===== src/rtl/reg_file_alu_pipe_if.sv =====
`default_nettype none
// ============================================================================
// Module   : reg_file_alu_pipe_if
// Brief    : Instruction/result bundle between an issuer and reg_file_alu_pipe.
// Revision : 1.0 - initial release
// ============================================================================
interface reg_file_alu_pipe_if #(
  parameter int DATA_W = 8,
  parameter int ADDR_W = 4
);
  logic              in_valid;
  logic [ADDR_W-1:0] RA1;
  logic [ADDR_W-1:0] RA2;
  logic [ADDR_W-1:0] WA;
  logic [DATA_W-1:0] external_data_in;
  logic              RegWrite;
  logic              ALUSrc;
  logic              WBSel;
  logic [2:0]        ALUControl;
  logic              out_valid;
  logic [DATA_W-1:0] ALUResult;
  logic              Zero;
  logic              Carry;

  modport master (
    output in_valid, RA1, RA2, WA, external_data_in, RegWrite, ALUSrc, WBSel, ALUControl,
    input  out_valid, ALUResult, Zero, Carry
  );

  modport slave (
    input  in_valid, RA1, RA2, WA, external_data_in, RegWrite, ALUSrc, WBSel, ALUControl,
    output out_valid, ALUResult, Zero, Carry
  );
endinterface
`default_nettype wire


===== src/rtl/reg_file_alu_pipe.sv =====
`default_nettype none
// ============================================================================
// Module   : reg_file_alu_pipe
// Brief    : Two-stage register-file/ALU execute core with write-back bypass.
// Revision : 1.0 - initial release
// ============================================================================
module reg_file_alu_pipe #(
  parameter int DATA_W   = 8,
  parameter int ADDR_W   = 4,
  parameter int ZERO_REG = 1
) (
  input  wire logic           clk,
  input  wire logic           reset,
  reg_file_alu_pipe_if.slave  bus
);
  localparam int         c_num_regs  = 2 ** ADDR_W;
  localparam bit         c_zero_reg  = (ZERO_REG != 0);
  localparam logic [2:0] c_op_passb  = 3'b000;
  localparam logic [2:0] c_op_passa  = 3'b001;
  localparam logic [2:0] c_op_add    = 3'b010;
  localparam logic [2:0] c_op_sub    = 3'b011;
  localparam logic [2:0] c_op_and    = 3'b100;
  localparam logic [2:0] c_op_or     = 3'b101;
  localparam logic [2:0] c_op_xor    = 3'b110;
  localparam logic [2:0] c_op_sltu   = 3'b111;

  logic [DATA_W-1:0] r_regs [c_num_regs];

  logic              r_s1_valid;
  logic              r_s1_reg_write;
  logic              r_s1_wb_sel;
  logic [ADDR_W-1:0] r_s1_wa;
  logic [2:0]        r_s1_ctrl;
  logic [DATA_W-1:0] r_s1_a;
  logic [DATA_W-1:0] r_s1_b;
  logic [DATA_W-1:0] r_s1_ext;

  logic [DATA_W:0]   w_sum;
  logic [DATA_W:0]   w_diff;
  logic [DATA_W-1:0] w_alu_res;
  logic              w_alu_carry;
  logic [DATA_W-1:0] w_wb_data;
  logic              w_wr_en;
  logic [DATA_W-1:0] w_rd_a;
  logic [DATA_W-1:0] w_rd_b;

  assign w_sum     = {1'b0, r_s1_a} + {1'b0, r_s1_b};
  assign w_diff    = {1'b0, r_s1_a} - {1'b0, r_s1_b};
  assign w_wb_data = r_s1_wb_sel ? r_s1_ext : w_alu_res;
  // Writes to r0 are suppressed here, which also keeps them out of the bypass.
  assign w_wr_en   = r_s1_valid && r_s1_reg_write && !(c_zero_reg && (r_s1_wa == '0));

  always_comb begin
    w_alu_res   = '0;
    w_alu_carry = 1'b0;
    case (r_s1_ctrl)
      c_op_passb: w_alu_res = r_s1_b;
      c_op_passa: w_alu_res = r_s1_a;
      c_op_add: begin
        w_alu_res   = w_sum[DATA_W-1:0];
        w_alu_carry = w_sum[DATA_W];
      end
      c_op_sub: begin
        w_alu_res   = w_diff[DATA_W-1:0];
        w_alu_carry = w_diff[DATA_W];
      end
      c_op_and:  w_alu_res = r_s1_a & r_s1_b;
      c_op_or:   w_alu_res = r_s1_a | r_s1_b;
      c_op_xor:  w_alu_res = r_s1_a ^ r_s1_b;
      c_op_sltu: w_alu_res = {{(DATA_W-1){1'b0}}, w_diff[DATA_W]};
      default:   w_alu_res = '0;
    endcase
  end

  // The write for the instruction in stage 2 lands on the same edge that
  // captures the next one, so its data must be bypassed to the read ports.
  always_comb begin
    w_rd_a = r_regs[bus.RA1];
    if (c_zero_reg && (bus.RA1 == '0)) begin
      w_rd_a = '0;
    end else if (w_wr_en && (r_s1_wa == bus.RA1)) begin
      w_rd_a = w_wb_data;
    end
  end

  always_comb begin
    w_rd_b = r_regs[bus.RA2];
    if (c_zero_reg && (bus.RA2 == '0)) begin
      w_rd_b = '0;
    end else if (w_wr_en && (r_s1_wa == bus.RA2)) begin
      w_rd_b = w_wb_data;
    end
  end

  always_ff @(posedge clk or negedge reset) begin
    if (!reset) begin
      r_s1_valid     <= 1'b0;
      r_s1_reg_write <= 1'b0;
      r_s1_wb_sel    <= 1'b0;
      r_s1_wa        <= '0;
      r_s1_ctrl      <= '0;
      r_s1_a         <= '0;
      r_s1_b         <= '0;
      r_s1_ext       <= '0;
      bus.out_valid  <= 1'b0;
      bus.ALUResult  <= '0;
      bus.Zero       <= 1'b0;
      bus.Carry      <= 1'b0;
    end else begin
      r_s1_valid    <= bus.in_valid;
      bus.out_valid <= r_s1_valid;
      if (bus.in_valid) begin
        r_s1_reg_write <= bus.RegWrite;
        r_s1_wb_sel    <= bus.WBSel;
        r_s1_wa        <= bus.WA;
        r_s1_ctrl      <= bus.ALUControl;
        r_s1_a         <= w_rd_a;
        r_s1_b         <= bus.ALUSrc ? bus.external_data_in : w_rd_b;
        r_s1_ext       <= bus.external_data_in;
      end
      if (r_s1_valid) begin
        bus.ALUResult <= w_alu_res;
        bus.Zero      <= (w_alu_res == '0);
        bus.Carry     <= w_alu_carry;
      end
    end
  end

  always_ff @(posedge clk or negedge reset) begin
    if (!reset) begin
      for (int i = 0; i < c_num_regs; i++) begin
        r_regs[i] <= '0;
      end
    end else if (w_wr_en) begin
      r_regs[r_s1_wa] <= w_wb_data;
    end
  end
endmodule
`default_nettype wire


===== src/flat_wrapper.sv =====
// flat-port wrapper written by rule: the top's interface ports become plain ports
module reg_file_alu_pipe_flat 
#(
  parameter int DATA_W   = 8,
  parameter int ADDR_W   = 4,
  parameter int ZERO_REG = 1
)
  (clk, reset, bus_in_valid, bus_RA1, bus_RA2, bus_WA, bus_external_data_in, bus_RegWrite, bus_ALUSrc, bus_WBSel, bus_ALUControl, bus_out_valid, bus_ALUResult, bus_Zero, bus_Carry);
  reg_file_alu_pipe_if #(.DATA_W(DATA_W), .ADDR_W(ADDR_W)) bus_i ();
  input  wire logic clk;
  input  wire logic reset;
  input wire logic [$bits(bus_i.in_valid)-1:0] bus_in_valid;
  input wire logic [$bits(bus_i.RA1)-1:0] bus_RA1;
  input wire logic [$bits(bus_i.RA2)-1:0] bus_RA2;
  input wire logic [$bits(bus_i.WA)-1:0] bus_WA;
  input wire logic [$bits(bus_i.external_data_in)-1:0] bus_external_data_in;
  input wire logic [$bits(bus_i.RegWrite)-1:0] bus_RegWrite;
  input wire logic [$bits(bus_i.ALUSrc)-1:0] bus_ALUSrc;
  input wire logic [$bits(bus_i.WBSel)-1:0] bus_WBSel;
  input wire logic [$bits(bus_i.ALUControl)-1:0] bus_ALUControl;
  output wire logic [$bits(bus_i.out_valid)-1:0] bus_out_valid;
  output wire logic [$bits(bus_i.ALUResult)-1:0] bus_ALUResult;
  output wire logic [$bits(bus_i.Zero)-1:0] bus_Zero;
  output wire logic [$bits(bus_i.Carry)-1:0] bus_Carry;
  assign bus_i.in_valid = bus_in_valid;
  assign bus_i.RA1 = bus_RA1;
  assign bus_i.RA2 = bus_RA2;
  assign bus_i.WA = bus_WA;
  assign bus_i.external_data_in = bus_external_data_in;
  assign bus_i.RegWrite = bus_RegWrite;
  assign bus_i.ALUSrc = bus_ALUSrc;
  assign bus_i.WBSel = bus_WBSel;
  assign bus_i.ALUControl = bus_ALUControl;
  assign bus_out_valid = bus_i.out_valid;
  assign bus_ALUResult = bus_i.ALUResult;
  assign bus_Zero = bus_i.Zero;
  assign bus_Carry = bus_i.Carry;
  reg_file_alu_pipe #(.DATA_W(DATA_W), .ADDR_W(ADDR_W), .ZERO_REG(ZERO_REG)) u_core (.clk(clk), .reset(reset), .bus(bus_i));
endmodule

===== config.mk =====
export PLATFORM = sky130hd
export DESIGN_NAME = reg_file_alu_pipe_flat
export DESIGN_NICKNAME = d
export VERILOG_FILES = /design/src/rtl/reg_file_alu_pipe_if.sv /design/src/rtl/reg_file_alu_pipe.sv /design/src/flat_wrapper.sv
export SDC_FILE = /design/constraint.sdc
export NUM_CORES = 1
export LEC_CHECK = 0
export BUFFER_PORTS_ARGS = -buffer_cell sky130_fd_sc_hd__clkbuf_2
export CAP_MARGIN = 0
export CORE_MARGIN = 5
export CORE_UTILIZATION = 45
export DETAILED_ROUTE_END_ITERATION = 6
export PLACE_DENSITY_LB_ADDON = 0.3
export SLEW_MARGIN = 40
export SYNTH_ARGS = -nofsm -noshare
export SYNTH_HDL_FRONTEND = slang
export SYNTH_SLANG_ARGS = --single-unit

===== constraint.sdc =====
create_clock -name clk -period 3.7 [get_ports clk]
set_input_delay 0.74 -clock clk [delete_from_list [all_inputs] [get_ports clk]]
set_output_delay 0.74 -clock clk [all_outputs]
set_load 0.02 [all_outputs]

**Yosys cells after proc, flatten, opt, wreduce, memory -nomap -nowiden**

Index checks and enable logic that the tools add are counted.

- Order comparisons: 4
- Equal/unequal tests: 9
- Bitwise operators: 6
- Multiplexer cells: 17
- Reductions and logical operators: 11
- $add $sub $neg: 2

Operators by type and width:

| operator | number |
|---|---|
| bitwise mux 128 bit | 1 |
| two-way mux 8 bit | 11 |
| binary-select mux 8 bit (select 4 bit) | 2 |
| one-hot mux 8 bit (8 select lines) | 1 |
| demux 8 bit (select 4 bit) | 1 |
| greater-or-equal comparator 5 bit (second input constant) | 3 |
| NOT 4 -> 5 bit | 3 |
| equality test 3 bit (second input constant) | 4 |
| logical NOT 4 bit | 3 |
| adder 8 x 8 -> 9 bit | 1 |
| subtractor 8 x 8 -> 9 bit | 1 |
| AND 8 bit | 1 |
| equality test 4 bit | 2 |
| logical NOT 8 bit | 1 |
| OR 8 bit | 1 |
| XOR 8 bit | 1 |
| equality test 3 x 2 -> 1 bit (second input constant) | 2 |
| logical AND 1 bit | 5 |
| < comparator 5 x 1 -> 1 bit (second input constant) | 1 |
| equality test 3 x 1 -> 1 bit (second input constant) | 1 |
| logical NOT 3 bit | 1 |
| one-hot mux 1 bit (2 select lines) | 1 |
| logical NOT 1 bit | 1 |

- Bits of input ports: 29
- Bits in registers: 173

**Depth between registers and ports, before layout**

Gate-level depths: netlist of run 1.

- Depth in word-level cells: 7
- Mapped depth: 11

**Worst setup path after synthesis of run 1**

Ideal clock, no wire load.

- Path kind: flip-flop to flip-flop
- Start: register u_core.r_s1_b[1]
- End: register u_core.bus.Zero
- Stages on the path, launching flop included: 10
- Data required time: 3605 ps
- Slack: 836 ps
- Arrival time: 2768 ps
- Cells stage by stage: dfrtp_1 > inv_1 > ha_1 > o21ba_1 > o21ba_1 > a21o_1 > a211o_1 > or4_1 > or4_1 > o32ai_2

- Word-level cells in the longest chain between the ends: 3
- Elaborated cells on any way between the ends: 7
- Classes of those cells: add/sub (2); mux (1); bitwise (3); reduce/logical (1)

RTL lines:

| element | RTL line | text |
|---|---|---|
| from (decl) | reg_file_alu_pipe.sv:35 | `logic [DATA_W-1:0] r_s1_b;` |
| from (signal assigned) | reg_file_alu_pipe.sv:118 | `r_s1_b <= bus.ALUSrc ? bus.external_data_in : w_rd_b;` |
| subtractor 8 x 8 -> 9 bit (tied with other cells) | reg_file_alu_pipe.sv:48 | `assign w_diff = {1'b0, r_s1_a} - {1'b0, r_s1_b};` |
| one-hot mux 8 bit (8 select lines) * | reg_file_alu_pipe.sv:56 | `case (r_s1_ctrl)` |
| logical NOT 8 bit * | reg_file_alu_pipe.sv:123 | `bus.Zero <= (w_alu_res == '0);` |
| to (signal assigned) | reg_file_alu_pipe.sv:123 |  |
| to (decl) | reg_file_alu_pipe_if.sv:32 | `output out_valid, ALUResult, Zero, Carry` |

Every way passes the cells marked *; elsewhere a longest branch is shown, timed or not.
A chain may end at the register's enable or synchronous reset.

**Worst setup path in the final report of run 1**

- Start: register u_core.r_s1_b[0]
- End: register u_core.bus.Zero

Same word-level chain as after synthesis.

==> results of run 1 <==
==> routing by layer <==
metal  routed length, µm  vias to the layer above  track usage [%]
met4                 566                        0             6.18
li1                    -                     3326                -
met2               13900                      217             37.2
met1               11900                     3709             30.0
met3                1210                       35             3.05
met5                   0                        -                0
==> worst reg2reg max path: stages, from the launching register on <==
cell and delay (ns):
dfrtp_1 0.41, ha_1 0.28, fa_1 0.44, a211oi_2 0.30
or2_1 0.17, o21ai_0 0.12, a2111oi_0 0.44, nor3_1 0.20
or4_1 0.57, o32ai_2 0.22
==> area by class of cell <==
| cell class | count | area [µm²] | area share [%] |
|---|---|---|---|
| Clock inverter | 14 | 134 | 1.19 |
| Sequential cell | 173 | 4330 | 38.4 |
| Timing Repair Buffer | 74 | 502 | 4.45 |
| Tap cell | 285 | 357 | 3.16 |
| Multi-Input combinational cell | 607 | 5380 | 47.7 |
| Clock buffer | 18 | 429 | 3.81 |
| Inverter | 37 | 139 | 1.23 |
==> cells in the mapped netlist (all sizes together) (3+ instances only) <==
master | instances | area, µm²
mux2i | 27 | 270
nand2b | 9 | 56.3
o311ai | 4 | 35.0
xnor2 | 8 | 70.1
o32ai | 3 | 33.8
nand2 | 43 | 161
inv | 37 | 139
and3 | 3 | 18.8
a21o | 4 | 30.0
a221oi | 3 | 26.3
or4 | 3 | 22.5
o31ai | 8 | 60.1
a211oi | 6 | 50.1
o211ai | 5 | 37.5
nand3b | 4 | 30.0
nor3 | 12 | 65.1
a31oi | 6 | 43.8
o21ai | 48 | 240
ha | 25 | 313
a211o | 3 | 26.3
mux2 | 92 | 1040
o22ai | 12 | 75.1
clkbuf | 49 | 184
a22oi | 3 | 22.5
buf | 25 | 133
a221o | 4 | 40.0
nor2b | 11 | 68.8
nand4 | 3 | 18.8
nand3 | 13 | 65.1
or3 | 4 | 25.0
a21oi | 53 | 269
dfrtp | 173 | 4330
nor3b | 3 | 22.5
mux4 | 68 | 1530
nor2 | 83 | 312
nor4 | 3 | 18.8
o221ai | 8 | 70.1
==> through the flow <==
stage	setup slack [ns]	total power, mW	area [µm²]	std cells
after CTS	0.457	7.22	11300	1208
final	0.458	7.21	11300	1208
after floorplan	0.836	4.74	10200	891
after global placement	0.569	5.39	10700	1176
after global routing	0.260	7.63	11300	1208
after detailed placement	0.455	5.46	10700	1176
==> power by group through the flow <==
stage | sequential [mW] | clock, mW | combinational [mW]
2_1_floorplan | 2.88 | 0 | 1.86
3_3_place_gp | 2.97 | 0 | 2.42
3_5_place_dp | 3.01 | 0 | 2.45
4_1_cts | 2.98 | 1.77 | 2.46
5_1_grt | 3.08 | 1.85 | 2.70
6_report | 2.99 | 1.75 | 2.47
==> logic make-up after synthesis <==
kind of cell	Yosys count
AOI/OAI and AO/OA	179
muxes	187
and+or+nand+nor	204
buffers and inverters	111
xor gates and xnor gates	10
DFF	173
adders and majority gates	27
==> worst max path at each step <==
stage,start,to,slack [ns],depth (start not counted)
2_1_floorplan,u_core.r_s1_b[1]$_DFFE_PN0P_,u_core.bus.Zero$_DFFE_PN0P_,0.84,9
3_3_place_gp,u_core.r_s1_b[0]$_DFFE_PN0P_,u_core.bus.Zero$_DFFE_PN0P_,0.57,9
3_5_place_dp,u_core.r_s1_b[0]$_DFFE_PN0P_,u_core.bus.Zero$_DFFE_PN0P_,0.45,9
4_1_cts,u_core.r_s1_b[0]$_DFFE_PN0P_,u_core.bus.Zero$_DFFE_PN0P_,0.46,9
5_1_grt,u_core.r_s1_a[0]$_DFFE_PN0P_,u_core.bus.Zero$_DFFE_PN0P_,0.26,9
6_report,u_core.r_s1_b[0]$_DFFE_PN0P_,u_core.bus.Zero$_DFFE_PN0P_,0.46,9
==> state kept, by name, summed over array words and instances (netlist names) <==
register,count
u_core.bus.Zero,1
u_core.r_s1_ctrl,3
u_core.r_s1_a,8
u_core.bus.out_valid,1
u_core.r_s1_valid,1
u_core.bus.ALUResult,8
u_core.r_s1_wb_sel,1
u_core.r_s1_reg_write,1
u_core.r_s1_wa,4
u_core.r_s1_ext,8
u_core.bus.Carry,1
u_core.r_regs,128
u_core.r_s1_b,8
==> summary.txt, run 1 <==
Yosys
  • Seq/Total Area, Yosys: 42.6%
  • Top_reg_cell synth: dfrtp_1
  • Synth Area in Compound Gates: 11.2%
  • Flop and latch count out of synthesis: 173
  • Mux share of post-synthesis cell area: 27.9%
  • EDFF count, synth: 0
  • Largest family of logic cells by synthesized area: multiplexers
  • Xor and xnor fraction of the mapped netlist area: 0.862%
  • Post-Synth Adder-Cell Area: 3.47%
  • Synth cell types: 62
  • Syn Inst Count: 891
  • Async SR Flop Fraction: 100%
  • YS warnings: 0
  • Post-Synth Simple-Gate Area: 9.48%
  • Syn_nets: 947
  • Syn Area/Cell: 11.4 µm²
  • Post-Syn Area: 0.0102 mm²

STA
  • Count of final max-slew check failures: 0
  • Fin Hold WS: 0.307 ns
  • Fin crit share: 87.6%
  • Setup TNS: 0 ns
  • Fmax: 0.308 GHz
  • Fin. Hold Viols: 0
  • Relative slew margins: 42.0%
  • Final Critical Period: 3.24 ns
  • Setup repair after global routing missed its margin: false
  • Layout Skew: 0.0139 ns
  • Worst Tran Pin Value: 0.867 ns
  • Setup Viol. Count Final: 0

Finish
  • Commonest non-fill, non-tap cell in the layout: dfrtp_1
  • Fillers: 1998
  • Fin nets: 966
  • Layout cells sized above 1: 29.7%
  • Area delta synth->final: 10.9%
  • Ant. Diodes: 0
  • Finished Core Util: 50.2%
  • Most frequent cells in the layout: dfrtp_1, mux2_2, nor2_1

Drt
  • Drt first pass iters: 6
  • Drt total wl: 27.7 mm
  • Drc violations: 0
  • DR vias: 7287
  • DRT iter0 DRCs: 679
  • Drt via density: 6.03
  • Post-DR wirelength/cell: 22.9 µm
  • Post-route ant nets: 0

Critical path
  • Worst Setup End Kind: flip-flop
  • Crit-path max cell delay: 0.57 ns
  • Path depth of the worst reg2reg path: 9
  • Req. time, crit path: 4.04 ns
  • R2R Path Start: u_core.r_s1_b[0]$_DFFE_PN0P_
  • R2R setup slack: 0.46 ns
  • CP max FO: 4
  • Crit path max-delay family: compound AO/OA/AOI/OAI gates
  • Ordered list of cells on the worst path: ha_1, fa_1, a211oi_2, or2_1, o21ai_0, a2111oi_0, nor3_1, or4_1, o32ai_2
  • CP Launch Type: flip-flop
  • R2r endpoint: u_core.bus.Zero$_DFFE_PN0P_
  • Critical Path AT: 3.58 ns
  • CP Buf/Inv Count: 0
  • Worst path slowest cell: or4_1
  • Setup CP Type: reg2reg

Flow run
  • Maxcap violations: 0

Pwr
  • Sequential power share: 41.4%
  • Pwr dens: 640 mW/mm²
  • Int Power: 4.70 mW
  • Psw: 2.52 mW
  • Clock Power Share: 24.3%
  • Sw Ratio: 34.9%
  • Peak supply drop: 0.298 mV
  • Static leakage: 4.84 nW
  • Comb pwr share: 34.2%

Clock network
  • CTS buffer count: 17
  • H-tree depth: 4
  • Clock root cell: clkbuf_16
  • Clk_lat worst skew: 0.44 ns
  • Post CTS Setup Buffer Count: 0
  • Sink Count: 173
  • CTS tree: built
  • Post-CTS sizing: 0
  • # hold bufs at CTS: 0
  • Clk slew on worst S/H paths: 0.07 ns
  • CTS Buffer Depth: 2

Global route
  • Largest net degree at the start of global routing: 71
  • Grt ovf: 0
  • Initial antenna violation count: 0
  • First-pass GRT wire length: 43.7 mm
  • GRT Total Usage: 22.0%
  • Vias in the first global route: 7358

Die
  • Initial Util: 45.3%
  • Die X: 160 µm
  • Die Ht: 160 µm
  • Num ports: 40
  • Core box area: 0.0224 mm²
  • Die area: 0.0257 mm²
  • # rows: 55

Outcome
  • Status: complete, no violations

Place
  • Gpl congestion: 0.881
  • DP HPWL: 19.2 mm
  • Buffers added on ports: 39

Min path
  • HP Class: in2async
No activity file was read; power rests on OpenSTA's default activity.
==> inputs of run 2 (changes only) <==
Settings changed: CELL_PAD_IN_SITES_DETAIL_PLACEMENT set to 0, CELL_PAD_IN_SITES_GLOBAL_PLACEMENT set to 1.
==> run 2 against run 1 <==
- flip-flop and latch count did not move
- hold slack improved by 0.012 ns
- sequential power hardly changed
- fmax shrank 1.6%
- via count shrank 0.34%
- clock power rose by 6%
- register-to-register slack lost 0.05 ns
- global-route usage is 0.42 points higher
- critical endpoint unchanged
==> summary.txt, run 2 (synthesis gave the netlist of run 1 again) <==
Outcome
  • Status: complete, no violations

Clock network
  • CTS Buffer Depth: 2 (unchanged)
  • Post CTS Setup Buffer Count: 0 (unchanged)
  • Clock root cell: clkbuf_16
  • Post-CTS sizing: 0 (unchanged)
  • CTS buffer count: 17 (unchanged)
  • H-tree depth: 4 (unchanged)
  • Sink Count: 173 (unchanged)
  • Clk_lat worst skew: 0.43 ns (about the same)
  • CTS tree: built
  • # hold bufs at CTS: 0 (unchanged)
  • Clk slew on worst S/H paths: 0.08 ns (about the same)

Drt
  • DR vias: 7262 (-0.34%)
  • Post-route ant nets: 0 (unchanged)
  • Drt first pass iters: 5 (-1)
  • Drt via density: 6.03 (about the same)
  • Post-DR wirelength/cell: 23.1 µm (+1.0%)
  • DRT iter0 DRCs: 440 (-35%)
  • Drc violations: 0 (unchanged)
  • Drt total wl: 27.8 mm (+0.69%)

Min path
  • HP Class: in2async

Die
  • Die Ht: 160 µm (unchanged)
  • Num ports: 40 (unchanged)
  • Die area: 0.0257 mm² (unchanged)
  • Die X: 160 µm (unchanged)
  • Core box area: 0.0224 mm² (unchanged)
  • # rows: 55 (unchanged)
  • Initial Util: 45.3% (unchanged)

Critical path
  • Crit path max-delay family: compound AO/OA/AOI/OAI gates
  • CP Buf/Inv Count: 0 (unchanged)
  • Worst path slowest cell: or4_1
  • Req. time, crit path: 4.04 ns (about the same)
  • CP Launch Type: flip-flop
  • Setup CP Type: reg2reg
  • CP max FO: 4 (unchanged)
  • Ordered list of cells on the worst path: ha_1, fa_1, a211oi_2, or2_1, o21ai_0, a2111oi_0, nor3_1, or4_1, o32ai_2
  • Crit-path max cell delay: 0.56 ns (about the same)
  • Critical Path AT: 3.63 ns (+0.05 ns)
  • Worst Setup End Kind: flip-flop

Global route
  • Grt ovf: 0 (unchanged)
  • Largest net degree at the start of global routing: 81 (+14%)
  • Initial antenna violation count: 0 (unchanged)
  • GRT Total Usage: 22.4% (+0.42 points)
  • First-pass GRT wire length: 44.4 mm (+1.7%)
  • Vias in the first global route: 7432 (+1.0%)

Finish
  • Ant. Diodes: 0 (unchanged)
  • Post-route design area: 0.0113 mm² (+0.22%)
  • Layout cells sized above 1: 29.5% (-0.20 points)
  • Reg with most FFs: u_core.r_regs
  • Max FFs per register: 128 (unchanged)
  • Most frequent cells in the layout: dfrtp_1, mux2_2, nor2_1
  • Area delta synth->final: 11.1%
  • Final Non-Filler Cells: 1204 (-0.33%)
  • Commonest non-fill, non-tap cell in the layout: dfrtp_1
  • Fin nets: 962 (-0.41%)

Pwr
  • Pwr dens: 645 mW/mm² (+0.76%)
  • Sw Ratio: 34.9% (+0.076 points)
  • Static leakage: 4.85 nW (about the same)
  • Clock Power Share: 25.5% (+1.2 points)
  • Comb pwr share: 33.6% (-0.6 points)
  • Sequential power share: 41.0% (-0.4 points)
  • Psw: 2.55 mW (+1.2%)
  • Int Power: 4.74 mW (+0.87%)
  • Peak supply drop: 0.318 mV (+6.8%)

STA
  • Relative slew margins: 45.3% (+3.3 points)
  • Count of final max-slew check failures: 0 (unchanged)
  • Setup TNS: 0 ns (unchanged)
  • Fin. Hold Viols: 0 (unchanged)
  • Final Critical Period: 3.29 ns (+0.0512 ns)
  • Fmax: 0.304 GHz (-1.6%)
  • Worst Tran Pin Value: 0.817 ns (-0.0498 ns)
  • Fin crit share: 89.0% (+1.4 points)
  • Setup Viol. Count Final: 0 (unchanged)
  • Layout Skew: 0.0129 ns (-0.000932 ns)
  • Setup repair after global routing missed its margin: false

Place
  • DP HPWL: 19.0 mm (-1.3%)
  • Gpl congestion: 0.874 (-0.82%)
  • Placed cell areas: 0.0107 mm² (-0.26%)
  • Buffers added on ports: 39 (unchanged)
  • Dpl cells: 1172 (-0.34%)

Flow run
  • Maxcap violations: 0 (unchanged)
-- run 2: cell count changes in the layout (fill, tap and decap cells not counted), moves of 2 or more --
cell | before | now
buf_4 | 32 | 28
clkinv_2 | 3 | 0
clkinv_8 | 0 | 3
inv_6 | 4 | 1
clkbuf_8 | 0 | 2
clkinv_4 | 1 | 3
inv_8 | 2 | 4
-- run 2: path summary, 6_finish.rpt --
check                                               startpoint                              to  slack (ns)  cells past startpoint
worst max-delay path              u_core.r_s1_b[0]$_DFFE_PN0P_     u_core.bus.Zero$_DFFE_PN0P_        0.41                      9
worst min-delay path                                     reset   u_core.r_regs[12]$_DFFE_PN0P_        0.32                      1
worst max register to register    u_core.r_s1_b[0]$_DFFE_PN0P_     u_core.bus.Zero$_DFFE_PN0P_        0.41                      9
worst min register to register  u_core.r_regs[122]$_DFFE_PN0P_  u_core.r_regs[122]$_DFFE_PN0P_        0.40                      0
max in group asynchronous                                reset   u_core.r_regs[19]$_DFFE_PN0P_        2.56                      2
min in group clk                u_core.r_regs[122]$_DFFE_PN0P_  u_core.r_regs[122]$_DFFE_PN0P_        0.40                      0
-- run 2: stage by stage --
stage	hold WS, ns	util, %	worst slack (ns)	total power [mW]
final	0.320	50.4	0.407	7.28
after global routing	0.372	50.4	0.246	7.73
after CTS	0.389	50.3	0.427	7.31
after detailed placement	0.384	47.6	0.475	5.45
after global placement	0.379	47.6	0.553	5.39
after floorplan	0.355	-	0.836	4.74
-- run 2: power groups by stage --
stage	Combinational (mW)	Sequential [mW]	Clock, mW
2_1_floorplan	1.86	2.88	0
3_3_place_gp	2.42	2.98	0
3_5_place_dp	2.44	3.01	0
4_1_cts	2.45	2.97	1.89
5_1_grt	2.69	3.07	1.97
6_report	2.45	2.98	1.85
-- run 2: layout make-up --
class,instances,area (µm²)
multi-input cells,607,5380
clock inverters,14,174
well taps,285,357
flip-flops and latches,173,4330
fillers,2026,11100
clock buffers,18,439
repair buffers,70,477
inverters,37,139
-- run 2: worst reg2reg max path: cells and delay by family, from the launching register on --
family,cells,cell delay (ns)
AO/OA/AOI/OAI,4,1.09
AND/OR/NAND/NOR,3,0.95
adder cells (fa/ha/maj),2,0.76
flip-flops,1,0.41
-- run 2: metal layers --
| metal | vias up | share of wire, % | global-route usage [%] |
|---|---|---|---|
| met5 | - | 0 | 0 |
| met4 | 0 | 2.1 | 5.55 |
| met3 | 37 | 4.0 | 3.16 |
| met2 | 182 | 52 | 39.0 |
| met1 | 3725 | 42 | 29.9 |
| li1 | 3318 | - | - |
